--- config.mk ---
export PLATFORM = sky130hd
export DESIGN_NAME = ddfs_phase_accumulator_flat
export DESIGN_NICKNAME = d
export VERILOG_FILES = /design/src/rtl/ddfs_phase_accumulator_if.sv /design/src/rtl/ddfs_phase_accumulator.sv /design/src/flat_wrapper.sv
export SDC_FILE = /design/constraint.sdc
export NUM_CORES = 1
export LEC_CHECK = 0
export CAP_MARGIN = 20
export CORE_MARGIN = 1.5
export CORE_UTILIZATION = 40
export CTS_CLUSTER_DIAMETER = 50
export DETAILED_ROUTE_END_ITERATION = 10
export DONT_BUFFER_PORTS = 1
export GPL_TIMING_DRIVEN = 0
export SLEW_MARGIN = 20
export SYNTH_ARGS = -nofsm -noshare
export SYNTH_HDL_FRONTEND = slang
export SYNTH_SLANG_ARGS = --single-unit
--- constraint.sdc ---
create_clock -name clk -period 2.42 [get_ports clk]
set_input_delay 0.363 -clock clk [delete_from_list [all_inputs] [get_ports clk]]
set_output_delay 0.363 -clock clk [all_outputs]
set_load 0.1 [all_outputs]
--- src/rtl/ddfs_phase_accumulator_if.sv ---
// Control and sample bus of the DDFS phase accumulator.
// The master drives the run and frequency controls; the slave returns the table address and strobes.
interface ddfs_phase_accumulator_if;
    logic       enable;
    logic [6:0] fw;
    logic [2:0] freq_control;
    logic       mirror_x;
    logic       mirror_y;
    logic [9:0] phase_addr;
    logic       invert;
    logic       sample_valid;
    logic       period_start;

    modport master (
        output enable, fw, freq_control, mirror_x, mirror_y,
        input  phase_addr, invert, sample_valid, period_start
    );

    modport slave (
        input  enable, fw, freq_control, mirror_x, mirror_y,
        output phase_addr, invert, sample_valid, period_start
    );
endinterface

--- src/rtl/ddfs_phase_accumulator.sv ---
// Prescaled 10-bit phase accumulator with quarter/half-wave segment folding for a DDFS.
// Define DDFS_SYNC_UPDATE_EN to defer control changes to output-period boundaries.
module ddfs_phase_accumulator (
    input  logic                           clk,
    input  logic                           rst_n,
    ddfs_phase_accumulator_if.slave        bus
);

    logic [19:0] cnt;
    logic [9:0]  acc;
    logic [1:0]  seg;
    logic [6:0]  fw_sh;
    logic [2:0]  fc_sh;
    logic        mx_sh;
    logic        my_sh;
    logic        sv_q;
    logic        ps_q;

    logic [19:0] div_m1;
    logic        tick;
    logic [10:0] sum;
    logic        carry;
    logic [1:0]  seg_mask;
    logic [1:0]  seg_nxt;
    logic        wrap;
    logic        shadow_load;
    logic        fc_change;

    always_comb begin
        div_m1 = 20'd1;
        case (fc_sh)
            3'd0:    div_m1 = 20'd1;
            3'd1:    div_m1 = 20'd9;
            3'd2:    div_m1 = 20'd99;
            3'd3:    div_m1 = 20'd999;
            3'd4:    div_m1 = 20'd9999;
            3'd5:    div_m1 = 20'd99999;
            3'd6:    div_m1 = 20'd999999;
            default: div_m1 = 20'd1;
        endcase
    end

    assign tick  = bus.enable && (cnt == div_m1);
    assign sum   = {1'b0, acc} + {4'b0000, fw_sh} + 11'd1;
    assign carry = sum[10];

    // Segment count is 1, 2 or 4, so wrapping reduces to masking the incremented value.
    assign seg_mask = {mx_sh & my_sh, mx_sh | my_sh};
    assign seg_nxt  = (seg + 2'd1) & seg_mask;
    assign wrap     = tick && carry && (seg_nxt == 2'd0);

`ifdef DDFS_SYNC_UPDATE_EN
    assign shadow_load = !bus.enable || wrap;
`else
    assign shadow_load = 1'b1;
`endif

    assign fc_change = shadow_load && (bus.freq_control != fc_sh);

    always_ff @(posedge clk) begin
        if (!rst_n) begin
            cnt   <= 20'd0;
            acc   <= 10'd0;
            seg   <= 2'd0;
            fw_sh <= 7'd0;
            fc_sh <= 3'd0;
            mx_sh <= 1'b0;
            my_sh <= 1'b0;
            sv_q  <= 1'b0;
            ps_q  <= 1'b0;
        end else begin
            sv_q <= tick;
            ps_q <= wrap;

            if (!bus.enable || tick || fc_change) begin
                cnt <= 20'd0;
            end else begin
                cnt <= cnt + 20'd1;
            end

            if (tick) begin
                acc <= sum[9:0];
                if (carry) begin
                    seg <= seg_nxt;
                end
            end

            if (shadow_load) begin
                fw_sh <= bus.fw;
                fc_sh <= bus.freq_control;
                mx_sh <= bus.mirror_x;
                my_sh <= bus.mirror_y;
            end
        end
    end

    // Odd segments run backwards through the table when time-mirrored.
    assign bus.phase_addr   = (mx_sh && seg[0]) ? ~acc : acc;
    assign bus.invert       = my_sh && (mx_sh ? seg[1] : seg[0]);
    assign bus.sample_valid = sv_q;
    assign bus.period_start = ps_q;

endmodule

--- src/flat_wrapper.sv ---
// flat-port wrapper written by rule: the top's interface ports become plain ports
module ddfs_phase_accumulator_flat 
  (clk, rst_n, bus_enable, bus_fw, bus_freq_control, bus_mirror_x, bus_mirror_y, bus_phase_addr, bus_invert, bus_sample_valid, bus_period_start);
  ddfs_phase_accumulator_if bus_i ();
  input  logic clk;
  input  logic rst_n;
  input wire logic [$bits(bus_i.enable)-1:0] bus_enable;
  input wire logic [$bits(bus_i.fw)-1:0] bus_fw;
  input wire logic [$bits(bus_i.freq_control)-1:0] bus_freq_control;
  input wire logic [$bits(bus_i.mirror_x)-1:0] bus_mirror_x;
  input wire logic [$bits(bus_i.mirror_y)-1:0] bus_mirror_y;
  output wire logic [$bits(bus_i.phase_addr)-1:0] bus_phase_addr;
  output wire logic [$bits(bus_i.invert)-1:0] bus_invert;
  output wire logic [$bits(bus_i.sample_valid)-1:0] bus_sample_valid;
  output wire logic [$bits(bus_i.period_start)-1:0] bus_period_start;
  assign bus_i.enable = bus_enable;
  assign bus_i.fw = bus_fw;
  assign bus_i.freq_control = bus_freq_control;
  assign bus_i.mirror_x = bus_mirror_x;
  assign bus_i.mirror_y = bus_mirror_y;
  assign bus_phase_addr = bus_i.phase_addr;
  assign bus_invert = bus_i.invert;
  assign bus_sample_valid = bus_i.sample_valid;
  assign bus_period_start = bus_i.period_start;
  ddfs_phase_accumulator u_core (.clk(clk), .rst_n(rst_n), .bus(bus_i));
endmodule
-- Word-level counts from Yosys, hierarchy flattened
Index checks and enable logic that the tools add are counted.
- add/subtract/negate cells: 4
- reduce and logical (&&, ||, !) cells: 11
- bitwise logic cells: 5
- multiplexer cells: 3
- equality and inequality tests: 8
- operators by type and width (kind ; count):
    $pmux 20 s6 ; 1
    $add 20x1->20 const B ; 1
    $eq 20x20->1 ; 1
    $add 10x7->11 ; 1
    $add 11x1->11 const B ; 1
    $mux 10 ; 1
    $not 10->10 ; 1
    $eq 3x3->1 const B ; 3
    $eq 3x2->1 const B ; 2
    $logic_and 1x1->1 ; 5
    $eq 3x1->1 const B ; 1
    $ne 3x3->1 ; 1
    $add 2x1->2 const B ; 1
    $and 2x2->2 ; 1
    $logic_not 2->1 ; 1
    $logic_or 1x1->1 ; 2
    $reduce_and 2->1 ; 1
    $reduce_or 2->1 ; 1
    $and 1x1->1 ; 1
    $logic_not 1->1 ; 1
    $mux 1 ; 1
    $not 1->1 ; 1
    $or 1x1->1 ; 1
- word-level logic and storage cells: 40
- flip-flop bits (word level): 46
- bits of input ports: 15
- output and inout bits: 13

-- Logic depth before layout (Yosys ltp)
Gate-level depths: netlist of the first run.
- depth in word-level cells: 7
- depth in mapped cells: 10
- gate-level depth less buffers: 10

-- Least setup slack after synthesis of the first run
No wires, ideal clock.
- kind: register -> output
- start: register u_core.mx_sh
- end: output bus_phase_addr[0]
- buffers on the path: 1
- stages on the path, launching flop included: 4
- required time: 2.057 ns
- arrival time: 2.434 ns
- setup slack: -0.377 ns
- path through: dfxtp_1 clkbuf_1 nand2_1 xnor2_1
- longest elaborated chain between the ends: 2
- ends and longest elaborated chain (what ; RTL line ; source):
    start, declared ; ddfs_phase_accumulator.sv:14 ; logic mx_sh;
    start signal, assigned ; ddfs_phase_accumulator.sv:91 ; mx_sh <= bus.mirror_x;
    $logic_and 1x1->1 ; ddfs_phase_accumulator.sv:98 ; assign bus.phase_addr = (mx_sh && seg[0]) ? ~acc : acc;
    $mux 10 ; ddfs_phase_accumulator.sv:98 ;
    end, declared ; flat_wrapper.sv:12 ; output wire logic [$bits(bus_i.phase_addr)-1:0] bus_phase_addr;
No other way between the ends.

-- Final worst setup path of the first run
- start: register u_core.fc_sh[0]
- end: register u_core.acc[7]
- longest elaborated chain between the ends: 4
- elaborated cells between the ends (all ways): 9
- those cells by class: eq/ne (7); mux (1); reduce/logical (1)
- ends and longest elaborated chain (what ; RTL line ; source):
    start, declared ; ddfs_phase_accumulator.sv:13 ; logic [2:0] fc_sh;
    start signal, assigned ; ddfs_phase_accumulator.sv:90 ; fc_sh <= bus.freq_control;
    $eq 3x3->1 (tied with other cells) ; ddfs_phase_accumulator.sv:31 ; case (fc_sh)
    $pmux 20 s6 * ; ddfs_phase_accumulator.sv:31 ;
    $eq 20x20->1 * ; ddfs_phase_accumulator.sv:43 ; assign tick = bus.enable && (cnt == div_m1);
    $logic_and 1x1->1 * ; ddfs_phase_accumulator.sv:43 ;
    end signal, assigned ; ddfs_phase_accumulator.sv:82 ; acc <= sum[9:0];
    end, declared ; ddfs_phase_accumulator.sv:10 ; logic [9:0] acc;
Every way passes the cells marked *; elsewhere a longest branch is shown, timed or not.
A chain may end at the register's enable or synchronous reset.

==> results of run 1 <==
==> logic make-up (layout without fill, tap and decap cells) <==
kind of cell               count (synthesis)  count (layout)  synth area share, %
AOI/OAI and AO/OA                         60              60                 15.5
xor gates and xnor gates                  37              37                 12.3
adders and majority gates                 10              10                 4.98
buffers and inverters                     31              49                 5.92
DFF                                       46              46                 34.9
muxes                                      1               1                0.379
and+or+nand+nor                          126             126                 26.1
==> through the flow <==
| stage | TNS (ns) | setup slack [ns] | utilization [%] | power, mW | area [µm²] |
|---|---|---|---|---|---|
| floorplan | -3.77 | -0.377 | - | 0.886 | 2640 |
| global placement | -5.65 | -0.568 | 43.1 | 0.914 | 2740 |
| detailed placement | 0 | 0.153 | 46.7 | 0.915 | 2960 |
| CTS | 0 | 0.136 | 48.1 | 1.39 | 3060 |
| global route | 0 | 0.0224 | 48.3 | 1.45 | 3070 |
| finish | 0 | 0.172 | 48.3 | 1.38 | 3070 |
==> flip-flops by register name, indices dropped and copies added (netlist names) <==
name and count:
u_core.acc 10, u_core.bus.period_start 1, u_core.bus.sample_valid 1, u_core.cnt 20
u_core.fc_sh 3, u_core.fw_sh 7, u_core.mx_sh 1, u_core.my_sh 1
u_core.seg 2
==> cell usage in the layout, fill, tap and decap left out, types with 2 or more instances in the layout <==
| cell | instances |
|---|---|
| inv_1 | 12 |
| nand4b_1 | 3 |
| buf_6 | 3 |
| nor3b_1 | 4 |
| nor2b_1 | 2 |
| and4_1 | 4 |
| and2_1 | 12 |
| o21ai_1 | 2 |
| xnor2_1 | 14 |
| ha_1 | 8 |
| nor3_1 | 10 |
| o31ai_1 | 3 |
| o21ai_0 | 12 |
| a211oi_2 | 3 |
| nor2_1 | 30 |
| nor4_1 | 3 |
| or4_1 | 2 |
| buf_4 | 3 |
| o21a_1 | 3 |
| o211ai_1 | 2 |
| dfxtp_1 | 46 |
| clkbuf_1 | 8 |
| and3b_1 | 3 |
| nand3_1 | 14 |
| a31oi_1 | 2 |
| clkbuf_8 | 5 |
| buf_2 | 5 |
| a211oi_1 | 4 |
| and3_1 | 5 |
| xor2_1 | 13 |
| buf_8 | 10 |
| xnor2_2 | 10 |
| a21oi_1 | 14 |
| nand4_1 | 9 |
| nand2_1 | 12 |
| nand2b_1 | 7 |
==> repair_timing <==
| item | CTS | global route |
|---|---|---|
| setup endpoints to repair | 6 | 17 |
| hold endpoints to repair | 0 | 0 |
| resized for setup | 1 | 2 |
==> worst paths after layout <==
path                     end  slack [ns]  cells past startpoint
max            u_core.acc[7]        0.17                      8
min          u_core.fc_sh[2]        0.17                      1
max reg2reg    u_core.acc[7]        0.17                      8
min reg2reg    u_core.cnt[0]        0.48                      1
==> power groups by stage <==
stage          clock network [mW]  registers, mW  logic [mW]
5_1_grt                     0.530          0.775       0.141
3_5_place_dp                    0          0.791       0.124
6_report                    0.480          0.773       0.127
3_3_place_gp                    0          0.791       0.123
2_1_floorplan                   0          0.789      0.0971
4_1_cts                     0.496          0.773       0.126
==> cell type report <==
type,instances,share of cell area (%)
clock inverter,3,0.694
inverter,12,1.47
multi-input combinational,234,53.9
tap,77,3.14
clock buffer,5,2.24
timing repair buffer,10,4.90
buffer,19,3.63
sequential,46,30.0
==> routing by layer <==
metal / routed length, µm / up-vias / GRT usage (%) / share of wire (%)
li1: - / 1134 / - / -
met1: 3110 / 1020 / 27.4 / 52
met2: 2490 / 44 / 25.7 / 42
met3: 303 / 6 / 3.93 / 5.1
met4: 74 / 0 / 5.51 / 1.2
met5: 0 / - / 0 / 0
==> summary.txt, run 1 <==
==========================================================================================
Status                                                                        finished clean
Startpoint Class                                                                      flop
Worst Setup End Kind                                                                  flop
Hold buffer count at cts                                                                 0
Biggest area consumer among synthesized cells                                      dfxtp_1
Data required, critical path                                                       2.66 ns
Register Area                                                                      921 µm²
Total via count after detailed routing                                                2204
Power Dens Cells                                                                450 mW/mm²
Combinational share of power                                                          9.2%
Maximum number of pins on one net before global-route repair                            16
Register area share after synthesis                                                  34.9%
Final period utilization                                                             92.9%
Final #Nets                                                                            352
ANT cells                                                                                0
Leak Pwr                                                                           1.17 nW
Relative max-transition margin                                                       28.2%
Start of the worst register-to-register path                                  u_core.fc_sh[0]
Top_reg_cell synth                                                                 dfxtp_1
Clock edge transition at the registers on the reported setup and hold paths        0.09 ns
Starting utilization of the core area                                                41.6%
Hpwl dp                                                                            4.31 mm
Detailed-router iteration count before antenna repair                                    4
Area enclosed by the die boundary                                              0.00710 mm²
Cell types with the largest area share after synthesis                        dfxtp_1 35%, xnor2_1 8.0%, xor2_1 4.3%
Number of cell rows                                                                     29
Distinct cell type count of the synthesized netlist                                     55
Cell family with the largest share of critical-path delay                     compound AO/OA/AOI/OAI gates
Worst clock skew                                                                0.00755 ns
Crit Path Max Fanout                                                                    10
Hold/Removal Path Class                                                             in2reg
Post-route minimum period                                                          2.25 ns
CTS H-Tree Depth                                                                         2
Clock latency at the later pin of the worst-skew pair                              0.31 ns
Post-Syn Instances                                                                     311
Drt wl/cell                                                                        14.7 µm
Number of antenna violations at the first check in global routing                        0
Total count of hold-check failures in the final report                                   0
Placer's final routability congestion estimate                                       0.851
Filler Cell Count                                                                      601
Number of enable-type register cells in the synthesized netlist                          0
Area share of the largest cell type after synthesis                                  34.9%
Remaining antenna violation count                                                        0
Worst vdd ir                                                                        217 µV
Most instantiated library cell after synthesis                                     dfxtp_1
Area occupied by multi-input gates                                             0.00165 mm²
Initial DRC Count                                                                      187
Largest incremental delay on the critical path                                     0.51 ns
Placeable Area                                                                 0.00635 mm²
Critical Setup Path Class                                                          reg2reg
Dpl cells                                                                              398
Final Max Slew Viols                                                                     0
Clock tree root driver cell                                                       clkbuf_8
Data arrival at the endpoint of the critical path                                  2.49 ns
Switching power summed over all nets                                              0.359 mW
Post-synthesis average cell area                                                  8.49 µm²
Wire length reported by the detailed router                                        5.98 mm
Origin of the worst min-delay path                                            bus_freq_control[2]
First-pass GRT wire length                                                         10.5 mm
Share of synthesized flip-flops with an asynchronous set or reset                       0%
Critical path buffers and inverters                                                      2
Via count of the first global-routing pass                                            2117
Share of cells above drive strength 1                                                15.2%
Count of clock tree sinks                                                               46
Relative contribution of the clock network to total power                            34.8%
Most used cell, CP                                                                   buf_4
Final setup vio count                                                                    0
Series of cell instances along the critical path                              buf_4 -> buf_4 -> nor2b_1 -> o221ai_1 -> a221oi_2 -> o21ai_1 -> or4_1 -> a21oi_1
Detail-routed via count per cell                                                      5.43
Count of warnings emitted by yosys                                                       0
Nets in the synthesized netlist                                                        335
Final non-filler cell total                                                            406
Mapped Area                                                                    0.00264 mm²
Max Clock Freq                                                                   0.445 GHz
Clock buffers created by TritonCTS                                                       5
Top post-synthesis cells by count                                             46 x dfxtp_1, 30 x nor2_1, 24 x xnor2_1, 14 x a21oi_1, 14 x nand3_1
Net Sw Frac                                                                          26.0%
Timing startpoint of the critical path                                        u_core.fc_sh[0]
Number of port buffers                                                                   0
Num ports                                                                               28
Total global-route track usage                                                       18.1%
RSZ-0062 raised after global routing                                                 false
Floorplan die width                                                                84.2 µm
Hold Slack                                                                        0.171 ns
Max-capacitance violation count                                                          0
Global route total overflow                                                              0
Buffer count from post-CTS setup fixing                                                  0
Cell Int Power                                                                     1.02 mW
CTS tree                                                                              done
Reg power frac                                                                       56.0%
CP max stage cell                                                                    or4_1
Die Y-Extent                                                                       84.2 µm
Area overhead of the layout relative to synthesis                                    16.2%
Register bit total from synthesis                                                       46
DRC viols                                                                                0
Transition time of the tightest slew-check pin                                     1.07 ns
Number of buffers between clock root and the deepest sink                                2
==========================================================================================
(Power assumes the default switching activity.)
==> run 2, diff against run 1 <==
--- a/config.mk
+++ b/config.mk
@@ -6,12 +6,12 @@
 export NUM_CORES = 1
 export LEC_CHECK = 0
 export CAP_MARGIN = 20
-export CORE_MARGIN = 1.5
 export CORE_UTILIZATION = 40
 export CTS_CLUSTER_DIAMETER = 50
 export DETAILED_ROUTE_END_ITERATION = 10
 export DONT_BUFFER_PORTS = 1
 export GPL_TIMING_DRIVEN = 0
+export SETUP_SLACK_MARGIN = 0.1
 export SLEW_MARGIN = 20
 export SYNTH_ARGS = -nofsm -noshare
 export SYNTH_HDL_FRONTEND = slang
==> run 2 against run 1 <==
  * Clock power is essentially flat
  * Flip-flop and latch count unchanged
  * Worst setup slack improved by 0.041 ns
  * Non-clock buffer count stayed put
  * Final cell count did not move
  * Register-to-register slack better by 0.04 ns
  * Via count is 1.3% higher
  * Design area up 0.90%
  * Maximum frequency increased by 1.8%
  * Global-route usage shrank 0.066 points
==> summary.txt, run 2 (synthesized netlist as in run 1, its figures left out) <==
==========================================================================================
Status                                                                        finished clean
Most used cell, CP                                                                   buf_4
Transition time of the tightest slew-check pin                                     1.07 ns
Power Dens Cells                                                                446 mW/mm²
Origin of the worst min-delay path                                            bus_freq_control[2]
Critical Setup Path Class                                                          reg2reg
Startpoint Class                                                                      flop
Number of antenna violations at the first check in global routing                        0
Buffer count from post-CTS setup fixing                                                  0
Remaining antenna violation count                                                        0
Number of flip-flops under the largest register name                                    20
Clock latency at the later pin of the worst-skew pair                              0.30 ns
Setup slack of the worst register-to-register path                                 0.21 ns
Series of cell instances along the critical path                              buf_4 -> buf_4 -> nor2b_1 -> o221ai_1 -> a221oi_2 -> o21ai_2 -> or4_1 -> a21oi_1
Number of gates on the worst path with buffers counted                                   8
Start of the worst register-to-register path                                  u_core.fc_sh[0]
Initial DRC Count                                                                      152
Final #Nets                                                                            352
Detailed-router iteration count before antenna repair                                    4
Clock buffers created by TritonCTS                                                       5
Worst clock skew                                                                0.00993 ns
Floorplan die width                                                                83.2 µm
Highest-count cells in the layout ignoring fill and taps                      46 x dfxtp_1, 30 x nor2_1, 14 x a21oi_1, 14 x nand3_1, 14 x xnor2_1
Most common cell after layout, fill and taps aside                                 dfxtp_1
Hold/Removal Path Class                                                             in2reg
Total via count after detailed routing                                                2232
Num ports                                                                               28
Final period utilization                                                             91.2%
Hold depth                                                                               1
Share of cells above drive strength 1                                                16.7%
Number of buffers between clock root and the deepest sink                                2
Clock tree root driver cell                                                       clkbuf_8
Cell family with the largest share of critical-path delay                     compound AO/OA/AOI/OAI gates
CTS H-Tree Depth                                                                         2
Final setup vio count                                                                    0
Number of port buffers                                                                   0
Hpwl dp                                                                            4.25 mm
Hold Slack                                                                        0.174 ns
Global route total overflow                                                              0
Largest incremental delay on the critical path                                     0.49 ns
Total global-route track usage                                                       18.1%
Area enclosed by the die boundary                                              0.00693 mm²
Drt wl/cell                                                                        14.6 µm
Relative max-transition margin                                                       28.5%
Starting utilization of the core area                                                41.6%
Share of the core filled with cells in the final layout                              48.7%
Area overhead of the layout relative to synthesis                                    17.2%
Die Y-Extent                                                                       83.2 µm
ANT cells                                                                                0
Placeable Area                                                                 0.00635 mm²
Detail-routed via count per cell                                                      5.50
Via count of the first global-routing pass                                            2067
CP max stage cell                                                                    or4_1
Critical path buffers and inverters                                                      2
Total count of hold-check failures in the final report                                   0
Leak Pwr                                                                           1.17 nW
Post-route minimum period                                                          2.21 ns
Data arrival at the endpoint of the critical path                                  2.44 ns
Worst vdd ir                                                                        235 µV
Worst hold path endpoint                                                      u_core.fc_sh[2]
Final Max Slew Viols                                                                     0
Worst Setup End Kind                                                                  flop
Register with the highest flop count                                            u_core.cnt
Timing startpoint of the critical path                                        u_core.fc_sh[0]
Post-place instance area                                                       0.00296 mm²
DRC viols                                                                                0
FF-to-FF End                                                                  u_core.acc[7]
Maximum number of pins on one net before global-route repair                            16
First-pass GRT wire length                                                         10.1 mm
Crit Path Max Fanout                                                                    10
Placer's final routability congestion estimate                                       0.817
Max Clock Freq                                                                   0.453 GHz
Data required, critical path                                                       2.66 ns
Max-capacitance violation count                                                          0
Registers with the most flip-flops                                            u_core.cnt: 20 flops, u_core.acc: 10 flops, u_core.fw_sh: 7 flops
Number of cell rows                                                                     29
Number of cells on the worst reg-to-reg path                                             8
Count of clock tree sinks                                                               46
Clock edge transition at the registers on the reported setup and hold paths        0.09 ns
Wire length reported by the detailed router                                        5.93 mm
RSZ-0062 raised after global routing                                                  true
Post-route cell area                                                           0.00309 mm²
Post-layout total power                                                            1.38 mW
CTS tree                                                                              done
==========================================================================================
## run 2: layer usage
| layer | global-route usage [%] | vias to the layer above | share of wire [%] |
|---|---|---|---|
| met1 | 26.2 | 1041 | 51 |
| met4 | 6.11 | 0 | 0.61 |
| met3 | 4.27 | 4 | 5.7 |
| met2 | 26.2 | 51 | 43 |
| met5 | 0 | - | 0 |
| li1 | - | 1136 | - |
## run 2: worst max-delay path by stage
stage / endpoint / slack [ns]
after floorplan: bus_phase_addr[0] / -0.38
after detailed placement: u_core.seg[1] / 0.14
after CTS: u_core.seg[1] / 0.12
after global routing: u_core.seg[1] / 0.09
after global placement: bus_phase_addr[9] / -0.56
final: u_core.acc[7] / 0.21
## run 2: final cells by class
class                   count  area [µm²]
fillers                   615        3260
multi-input cells         234        1680
flip-flops and latches     46         921
repair buffers             10         150
plain buffers              19         115
well taps                  77        96.3
clock buffers               5        68.8
inverters                  12        45.0
clock inverters             3        21.3
## run 2: worst reg2reg max path: stages (launching register included)
cell	delay [ns]
dfxtp_1	0.32
buf_4	0.16
buf_4	0.19
nor2b_1	0.15
o221ai_1	0.13
a221oi_2	0.36
o21ai_2	0.19
or4_1	0.49
a21oi_1	0.15
## run 2: repair_timing
item                       4_1_cts  5_1_grt
setup endpoints to repair       10       30
hold buffers                     0        0
pin swaps                        0        1
resized for setup                1       11
## run 2: through the flow
step / TNS, ns / cells / worst slack, ns
after global placement: -5.57 / 388 / -0.565
final: 0 / 406 / 0.213
after CTS: 0 / 406 / 0.119
after detailed placement: 0 / 398 / 0.139
after floorplan: -3.77 / 311 / -0.377
after global routing: 0 / 406 / 0.0928
## run 2: report_power, final
| part | internal (mW) | switching (mW) |
|---|---|---|
| Clock | 0.203 | 0.273 |
| Combinational | 0.0519 | 0.0793 |
| Sequential | 0.768 | 0.00549 |
| Total | 1.02 | 0.358 |
==> run 3, diff against run 2 <==
--- a/config.mk
+++ b/config.mk
@@ -6,11 +6,13 @@
 export NUM_CORES = 1
 export LEC_CHECK = 0
 export CAP_MARGIN = 20
+export CORE_MARGIN = 2
 export CORE_UTILIZATION = 40
 export CTS_CLUSTER_DIAMETER = 50
 export DETAILED_ROUTE_END_ITERATION = 10
 export DONT_BUFFER_PORTS = 1
 export GPL_TIMING_DRIVEN = 0
+export PLACE_DENSITY = 0.58
 export SETUP_SLACK_MARGIN = 0.1
 export SLEW_MARGIN = 20
 export SYNTH_ARGS = -nofsm -noshare
==> run 3 against run 2 <==
  * Via count up 0.76%
  * Hold slack worse by 0.0068 ns
  * Maximum frequency grew 0.89%
  * Wire length is 2.0% higher
  * Flip-flop and latch count unchanged
  * Largest power group unchanged
==> summary.txt, run 3 (synthesized netlist as in run 1, its figures left out) <==
==========================================================================================
Status                                                                        finished clean
Total via count after detailed routing                                                2249
Global route total overflow                                                              0
Post-route cell area                                                           0.00310 mm²
Data arrival at the endpoint of the critical path                                  2.43 ns
Post-route minimum period                                                          2.19 ns
Series of cell instances along the critical path                              buf_6 -> buf_6 -> nor2_2 -> nand3_1 -> a211oi_1 -> o21ai_2 -> or4_1 -> a21oi_1
Final period utilization                                                             90.4%
Max Clock Freq                                                                   0.457 GHz
Detail-routed via count per cell                                                      5.53
Data required, critical path                                                       2.66 ns
RSZ-0062 raised after global routing                                                 false
Starting utilization of the core area                                                41.6%
Registers with the most flip-flops                                            u_core.cnt: 20 flops, u_core.acc: 10 flops, u_core.fw_sh: 7 flops
Placer's final routability congestion estimate                                       0.831
Number of cell rows                                                                     29
Area enclosed by the die boundary                                              0.00727 mm²
Final Max Slew Viols                                                                     0
Start of the worst register-to-register path                                  u_core.fc_sh[2]
Wire length reported by the detailed router                                        6.05 mm
Transition time of the tightest slew-check pin                                     1.07 ns
Final non-filler cell total                                                            407
Share of the core filled with cells in the final layout                              48.8%
Clock tree root driver cell                                                       clkbuf_8
Filler Cell Count                                                                      601
Detailed-router iteration count before antenna repair                                    4
Number of port buffers                                                                   0
Worst vdd ir                                                                        243 µV
Hpwl dp                                                                            4.35 mm
Leak Pwr                                                                           1.17 nW
Worst Setup End Kind                                                                  flop
Remaining antenna violation count                                                        0
Critical Setup Path Class                                                          reg2reg
CTS H-Tree Depth                                                                         2
Clock latency at the later pin of the worst-skew pair                              0.31 ns
Placeable Area                                                                 0.00635 mm²
Area overhead of the layout relative to synthesis                                    17.4%
Largest incremental delay on the critical path                                     0.52 ns
Maximum number of pins on one net before global-route repair                            17
Drt wl/cell                                                                        14.9 µm
Most used cell, CP                                                                   buf_6
Relative max-transition margin                                                       28.7%
Power Dens Cells                                                                451 mW/mm²
Number of antenna violations at the first check in global routing                        0
Number of buffers between clock root and the deepest sink                                2
Post-layout total power                                                            1.40 mW
Floorplan die width                                                                85.2 µm
Share of cells above drive strength 1                                                16.4%
Origin of the worst min-delay path                                            bus_freq_control[0]
Crit Path Max Fanout                                                                    10
ANT cells                                                                                0
Final setup vio count                                                                    0
Register with the highest flop count                                            u_core.cnt
Initial DRC Count                                                                      134
Clock buffers created by TritonCTS                                                       5
Post-place instance area                                                       0.00296 mm²
Total global-route track usage                                                       17.3%
Hold Slack                                                                        0.167 ns
Clock edge transition at the registers on the reported setup and hold paths        0.10 ns
Register Area                                                                      921 µm²
Startpoint Class                                                                      flop
Dpl cells                                                                              398
Final #Nets                                                                            353
Worst clock skew                                                                 0.0128 ns
Via count of the first global-routing pass                                            2129
Hold/Removal Path Class                                                             in2reg
Die Y-Extent                                                                       85.2 µm
Max-capacitance violation count                                                          0
CTS tree                                                                              done
Number of flip-flops under the largest register name                                    20
Highest-count cells in the layout ignoring fill and taps                      46 x dfxtp_1, 30 x nor2_1, 14 x a21oi_1, 14 x nand3_1, 14 x xnor2_1
Num ports                                                                               28
DRC viols                                                                                0
Total count of hold-check failures in the final report                                   0
CP max stage cell                                                                 a211oi_1
First-pass GRT wire length                                                         10.1 mm
Timing startpoint of the critical path                                        u_core.fc_sh[2]
Area occupied by multi-input gates                                             0.00167 mm²
Count of clock tree sinks                                                               46
Most common cell after layout, fill and taps aside                                 dfxtp_1
==========================================================================================
## run 3: per-layer routing
layer  GRT usage, %  vias up  wire length [µm]
li1               -     1139                 -
met4           5.05        0                85
met5              0        -                 0
met2           25.2       52              2550
met1           25.2     1048              3130
met3           4.09       10               283
## run 3: layout make-up
cell class / count / share of cell area, %
Multi-Input combinational cell: 234 / 53.8
Tap cell: 77 / 3.11
Sequential cell: 46 / 29.7
Timing Repair Buffer: 11 / 5.09
Clock inverter: 3 / 0.807
Clock buffer: 5 / 2.22
Buffer: 19 / 3.79
Inverter: 12 / 1.45
## run 3: critical path, delay by kind of cell (launching register included)
| family | cells | cell delay (ns) |
|---|---|---|
| buffers and inverters | 2 | 0.27 |
| AND/OR/NAND/NOR | 3 | 0.65 |
| flip-flops | 1 | 0.32 |
| AO/OA/AOI/OAI | 3 | 0.88 |
## run 3: power breakdown
part	leakage, nW	switching [mW]	internal (mW)	total (mW)
clock	0.0447	0.287	0.209	0.496
sequential	0.374	0.00565	0.768	0.773
combinational	0.754	0.0784	0.0517	0.130
total	1.17	0.371	1.03	1.40
## run 3: final timing paths
kind / slack (ns) / to / cells after the start
max: 0.23 / u_core.acc[7] / 8
min: 0.17 / u_core.fc_sh[0] / 1
max reg2reg: 0.23 / u_core.acc[7] / 8
min reg2reg: 0.48 / u_core.cnt[0] / 1
## run 3: timing repair
| action | in CTS | in global routing |
|---|---|---|
| resized for setup | 1 | 9 |
| endpoints found under the setup margin | 10 | 31 |
| hold buffers | 0 | 0 |
| pin swaps | 0 | 3 |
| setup buffers | 0 | 1 |
## run 3: per-stage QoR
step / setup WS [ns] / TNS [ns]
after floorplan: -0.377 / -3.77
after global placement: -0.570 / -5.66
after detailed placement: 0.177 / 0
after CTS: 0.153 / 0
after global routing: 0.0816 / 0
final: 0.232 / 0
